$ cat src/rtl/instr_fetch_unit.sv
// Instruction fetch unit: drives the combinational ROM address, buffers {pc, instr}
// pairs in a small prefetch queue and hands them to decode over valid/ready.
module instr_fetch_unit #(
   parameter logic [31:0] RESET_PC = 32'h0000_0000,
   parameter int          QDEPTH   = 2
) (
   input  logic        clk,
   input  logic        reset_n,
   output logic [31:0] iAddr,
   input  logic [31:0] iData,
   input  logic        fetch_en,
   input  logic        redirect_valid,
   input  logic [31:0] redirect_pc,
   output logic        out_valid,
   input  logic        out_ready,
   output logic [31:0] out_pc,
   output logic [31:0] out_instr,
   output logic        fault
);

   localparam int PTR_W = (QDEPTH > 1) ? $clog2(QDEPTH) : 1;
   localparam logic [PTR_W:0] DEPTH_C = (PTR_W+1)'(QDEPTH);

   logic [31:0]      fetch_pc;
   logic [31:0]      pc_q    [QDEPTH];
   logic [31:0]      instr_q [QDEPTH];
   logic [PTR_W-1:0] head;
   logic [PTR_W-1:0] tail;
   logic [PTR_W:0]   count;
   logic             pop;
   logic             push;

   assign iAddr     = fetch_pc;
   assign out_valid = (count != '0) && !fault;
   assign out_pc    = out_valid ? pc_q[head]    : 32'h0;
   assign out_instr = out_valid ? instr_q[head] : 32'h0;

   assign pop  = out_valid && out_ready;
   // A pop in the same cycle frees a slot, so a full queue keeps streaming without a bubble.
   assign push = fetch_en && !fault && !redirect_valid && ((count < DEPTH_C) || pop);

   always_ff @(posedge clk or negedge reset_n) begin
      if (!reset_n) begin
         fetch_pc <= RESET_PC;
         head     <= '0;
         tail     <= '0;
         count    <= '0;
         fault    <= 1'b0;
      end else if (redirect_valid) begin
         fetch_pc <= redirect_pc;
         head     <= '0;
         tail     <= '0;
         count    <= '0;
         fault    <= |redirect_pc[1:0];
      end else begin
         if (push) begin
            fetch_pc <= fetch_pc + 32'd4;
            tail     <= tail + PTR_W'(1);
         end
         if (pop) begin
            head <= head + PTR_W'(1);
         end
         if (push && !pop) begin
            count <= count + (PTR_W+1)'(1);
         end else if (pop && !push) begin
            count <= count - (PTR_W+1)'(1);
         end
      end
   end

   // Payload needs no reset: outputs are gated by out_valid.
   always_ff @(posedge clk) begin
      if (push) begin
         pc_q[tail]    <= fetch_pc;
         instr_q[tail] <= iData;
      end
   end

endmodule

$ cat config.mk
export PLATFORM = sky130hd
export DESIGN_NAME = instr_fetch_unit
export DESIGN_NICKNAME = d
export VERILOG_FILES = /design/src/rtl/instr_fetch_unit.sv
export SDC_FILE = /design/constraint.sdc
export NUM_CORES = 1
export LEC_CHECK = 0
export ABC_AREA = 1
export BUFFER_PORTS_ARGS = -buffer_cell sky130_fd_sc_hd__buf_4
export CORE_MARGIN = 10
export CORE_UTILIZATION = 25
export DETAILED_ROUTE_END_ITERATION = 7
export MAX_ROUTING_LAYER = met4
export SLEW_MARGIN = 5
export SYNTH_ARGS = -nofsm -noshare
export SYNTH_HDL_FRONTEND = slang
export SYNTH_SLANG_ARGS = --single-unit
$ cat constraint.sdc
create_clock -name clk -period 11.9 [get_ports clk]
set_clock_uncertainty 0.05 [all_clocks]
set_input_delay 0.595 -clock clk [delete_from_list [all_inputs] [get_ports clk]]
set_output_delay 0.595 -clock clk [all_outputs]
set_load 0.01 [all_outputs]
### After elaboration in Yosys (flattened, before gate mapping)

Memory sizes are Yosys's and may differ from the RTL's.
Cells that the tools add are included.

* add/subtract/negate cells: 5
* $lt $le $gt $ge: 1
* multiplexer cells: 13
* reduce and logical (&&, ||, !) cells: 17

Operators with widths (count)
* $mux 32: 4
* $add 32x3->32 const B: 1
* $logic_and 1x1->1: 7
* $mux 1: 6
* $mux 2: 3
* $reduce_bool 2->1: 3
* $logic_not 1->1: 4
* $reduce_bool 3->1: 1
* $add 1x1->1 const B: 2
* $add 2x1->2 const B: 1
* $lt 2x2->1 const B: 1
* $reduce_or 2->1: 1
* $sub 2x1->2 const B: 1
* $logic_or 1x1->1: 1

* bits in registers: 37
* RAM bits: 128
* input bits: 69
* output and inout bits: 98
* word-level logic and storage cells: 43
* memories kept: 2

Memory list
* instr_q: words 2, width 32, read ports 1, clocked after Yosys merged registers in 0, write ports 1, RTL line 26 `logic [31:0] instr_q [QDEPTH];`
* pc_q: words 2, width 32, read ports 1, clocked after Yosys merged registers in 0, write ports 1, RTL line 25 `logic [31:0] pc_q [QDEPTH];`

### Longest topological paths before layout

* depth in word-level cells: 10
* depth in mapped cells: 10
* gate-level depth less buffers: 10

### Least setup slack after synthesis

Ideal clock, no wire load.

* path kind: input to register
* from: input redirect_valid
* to: memory instr_q[1][0], enable pin
* setup time: 0.487 ns
* arrival: 3.836 ns
* required time: 11.363 ns
* slack: 7.527 ns
* stages: 5
* path buffers: 2
* cells stage by stage: buf_2 -> nor2_2 -> nand2_2 -> buf_6 -> nor2_1

* longest elaborated chain between the ends: 5

Ends and longest elaborated chain
* start, declared: RTL line 12 `input logic redirect_valid,`
* $logic_not 1->1: RTL line 40 `assign push = fetch_en && !fault && !redirect_valid && ((count < DEPTH_C) || pop);`
* $logic_and 1x1->1 (2 in a row): RTL line 40
* $mux 1: RTL line 73 `if (push) begin`
* $mux 1 (implied by the code): RTL line 75 `instr_q[tail] <= iData;`
* end, declared: RTL line 26

No other way between the ends.

### Final worst setup path

* from: register count[1]
* to: output out_pc[0]

* longest elaborated chain between the ends: 3

Ends and longest elaborated chain
* start, declared: RTL line 29 `logic [PTR_W:0] count;`
* start signal, assigned: RTL line 64 `count <= count + (PTR_W+1)'(1);`
* start signal, assigned: RTL line 66 `count <= count - (PTR_W+1)'(1);`
* $reduce_bool 2->1: RTL line 34 `assign out_valid = (count != '0) && !fault;`
* $logic_and 1x1->1: RTL line 34
* $mux 32: RTL line 35 `assign out_pc = out_valid ? pc_q[head] : 32'h0;`
* end, declared: RTL line 16 `output logic [31:0] out_pc,`

No other way between the ends.

==> impl_results.md <==
- Crit path max fanout: 65
- IO Pins: 167
- Cell variety after synth: 29
- Post-CTS Setup Repair Bufs: 0
- Synth area leaders: edfxtp_1 (49%), nand2_1 (22%), dfrtp_1 (12%)
- Switch Pwr: 442.1 µW
- Dpl hpwl: 15,820 µm
- Post-Route WL: 22,240 µm
- Htree depth: 4
- Worst-Skew Late Latency: 420 ps
- Register area share after synthesis: 61.30%
- Resize count post-CTS: 0
- Core Area: 0.03067 mm²
- CP cell instances: inv_2, nand2_1, nand2_1, inv_2, nand2_1, inv_1, buf_4
- CP Data Required Time: 11,260 ps
- First-pass GRT wire length: 34,850 µm
- Worst path buffer plus inverter count: 4
- Pwr Density: 154.0 mW/mm²
- Final ANT Viol Nets: 0
- Async set or reset register ratio after synthesis: 22.42%
- Drt first pass iters: 5
- GRT overflow: 0
- Crit end category: output port
- Critical path's slowest cell: inv_2
- Clock-pin transition on the worst setup and hold timing paths: 70 ps
- Sink Count: 165
- Share of layout cells above drive strength 1: 21.13%
- CTS tree: done
- Sw Share: 28.62%
- Routed vias: 6,137
- Headroom to the max-slew limit: 26.30%
- Combinational share of power: 18.0%
- Pre-CTS setup slack: 8708 ps
- Unrepaired setup endpoints after global routing: false
- CP dominant cell by count: nand2_1
- Die span in x: 196.4 µm
- Largest net degree at the start of global routing: 66
- Routability congestion estimate: 0.8878
- Die ar.: 0.03858 mm²
- Final #Nets: 1,122
- Die height: 196.4 µm
- Worst IR Drop VDD: 91.25 µV
- Startpoint Class: flip-flop
- CP peak stage delay: 790 ps
- Post-synth top area share: 49.40%
- Root Buffer: clkbuf_16
- Critical Path AT: 2250 ps
- Final TNS setup: 0 ps
- Core Rows: 64
- Cell Area, Synth: 0.007781 mm²
- Final min period: 2894 ps
- Yosys top cell by area: edfxtp_1
- Max Fclk: 345.5 MHz
- Initial drt markers: 404
- Main synth FF type: edfxtp_1
- Top-count cell post-synth: nand2_1
- Post-synthesis register bit count: 165
- Crit Path Category: flip-flop to output port
- Drt drc: 0
- Hold buffer count at cts: 0
- HP Class: input pin to asynchronous set/reset pin
- Synth Area per Inst: 8.714 µm²
- Initial antenna violation count: 1
- Final hold vios: 0
- Synth warn: 0
- Post-synth EDFFs: 128
- Cell class contributing the biggest share of worst-path delay: buffers and inverters
- Int Pwr: 1.102 mW
- CTS Buf Count: 17
- Slew at the pin with the worst max-slew slack: 1105 ps
- Clock Tree Buf Depth: 2
- Status: finished clean
- Period utilization: 24.32%
- Avg WL per Cell: 15.21 µm
- Pins over their slew limit: 0
- Final setup viols: 0
- Post-synthesis cell count: 893
- GR Util All Layers: 11.85%
- Final WS setup: 9006 ps
- PortBufs: 166
- Vias in the first global route: 6,170
- Syn_nets: 963
- Max-capacitance violation count: 0
- Top post-synthesis cells by count: nand2_1 (454), edfxtp_1 (128), inv_1 (98)
- Initial Util: 25.37%
- Area growth from synthesis to layout: 28.86%
- Power share of the clock group: 36.7%
- Drt via density: 4.198
- Static leakage: 4.798 nW
- Flop pwr share: 45.4%
logic make-up after synthesis:
group           synth area share (%)
compound gates                 1.640
xor+xnor                      0.7879
fa+ha+maj                     0.1608
buf+inv                        7.043
flops                          61.30
simple gates                   29.07
stage by stage:
| step | instance area [µm²] | util, % | hold WS (ps) | power, mW | instances |
|---|---|---|---|---|---|
| final | 10030 | 32.69 | 85.35 | 1.545 | 1462 |
| after global routing | 10030 | 32.69 | 122.5 | 1.634 | 1462 |
| after CTS | 10020 | 32.69 | 96.44 | 1.569 | 1461 |
| after detailed placement | 9420 | 30.72 | 508.1 | 0.9990 | 1429 |
| after global placement | 9420 | 30.72 | 510.1 | 0.9944 | 1429 |
| after floorplan | 7781 | - | 249.4 | 0.8540 | 893 |
worst paths after layout:
kind	slack, ps	startpoint	to	depth (start not counted)
max reg2reg	9100	fault	pc_q[0][5]	9
min reg2reg	490	iAddr[1]	pc_q[0][1]	0
max	9010	count[1]	out_pc[0]	7
max in group asynchronous	11330	reset_n	head	1
min	90	reset_n	iAddr[25]	1
min in group clk	310	iData[6]	instr_q[0][6]	1
power groups by stage:
stage / clock network (mW) / logic [mW] / registers [mW]
2_1_floorplan: 0 / 0.153 / 0.701
3_3_place_gp: 0 / 0.283 / 0.712
3_5_place_dp: 0 / 0.286 / 0.713
4_1_cts: 0.580 / 0.287 / 0.701
5_1_grt: 0.611 / 0.318 / 0.705
6_report: 0.567 / 0.278 / 0.701
area by class of cell:
cell class / count / area (µm²)
Antenna cell: 1 / 2.502
Clock buffer: 19 / 432.9
Clock inverter: 13 / 171.4
Fill cell: 3214 / 20640
Inverter: 104 / 391.6
Multi-Input combinational cell: 592 / 2471
Sequential cell: 165 / 4771
Tap cell: 396 / 495.5
Timing Repair Buffer: 172 / 1291
state kept, by name (all words and copies together) (netlist names):
name     cells
fault        1
count        2
instr_q     64
iAddr       32
pc_q        64
tail         1
head         1
cell usage in the layout (no fill, tap or decap), types with 3 or more instances in the layout:
master      count
nand2_1       454
buf_4         172
edfxtp_1      128
inv_1          95
nor2_1         43
nand3_1        37
dfrtp_1        36
clkbuf_16      17
nand3b_1       11
nor2_2          6
o21ai_0         6
o211ai_1        6
inv_2           5
nand2_2         5
clkinv_1        4
xnor2_1         4
nand4_1         3
o21ai_1         3
xor2_1          3
o21bai_1        3
bufinv_16       3
clkinvlp_4      3
inv_6           3
layer usage:
metal / GRT usage (%) / wire length [µm] / vias to the layer above
met5: - / 0 / -
met4: 3.054 / 197 / 0
met3: 2.614 / 1254 / 10
met2: 19.40 / 10780 / 166
met1: 14.54 / 10000 / 2849
li1: - / - / 3112
No activity file was read; power rests on OpenSTA's default activity.
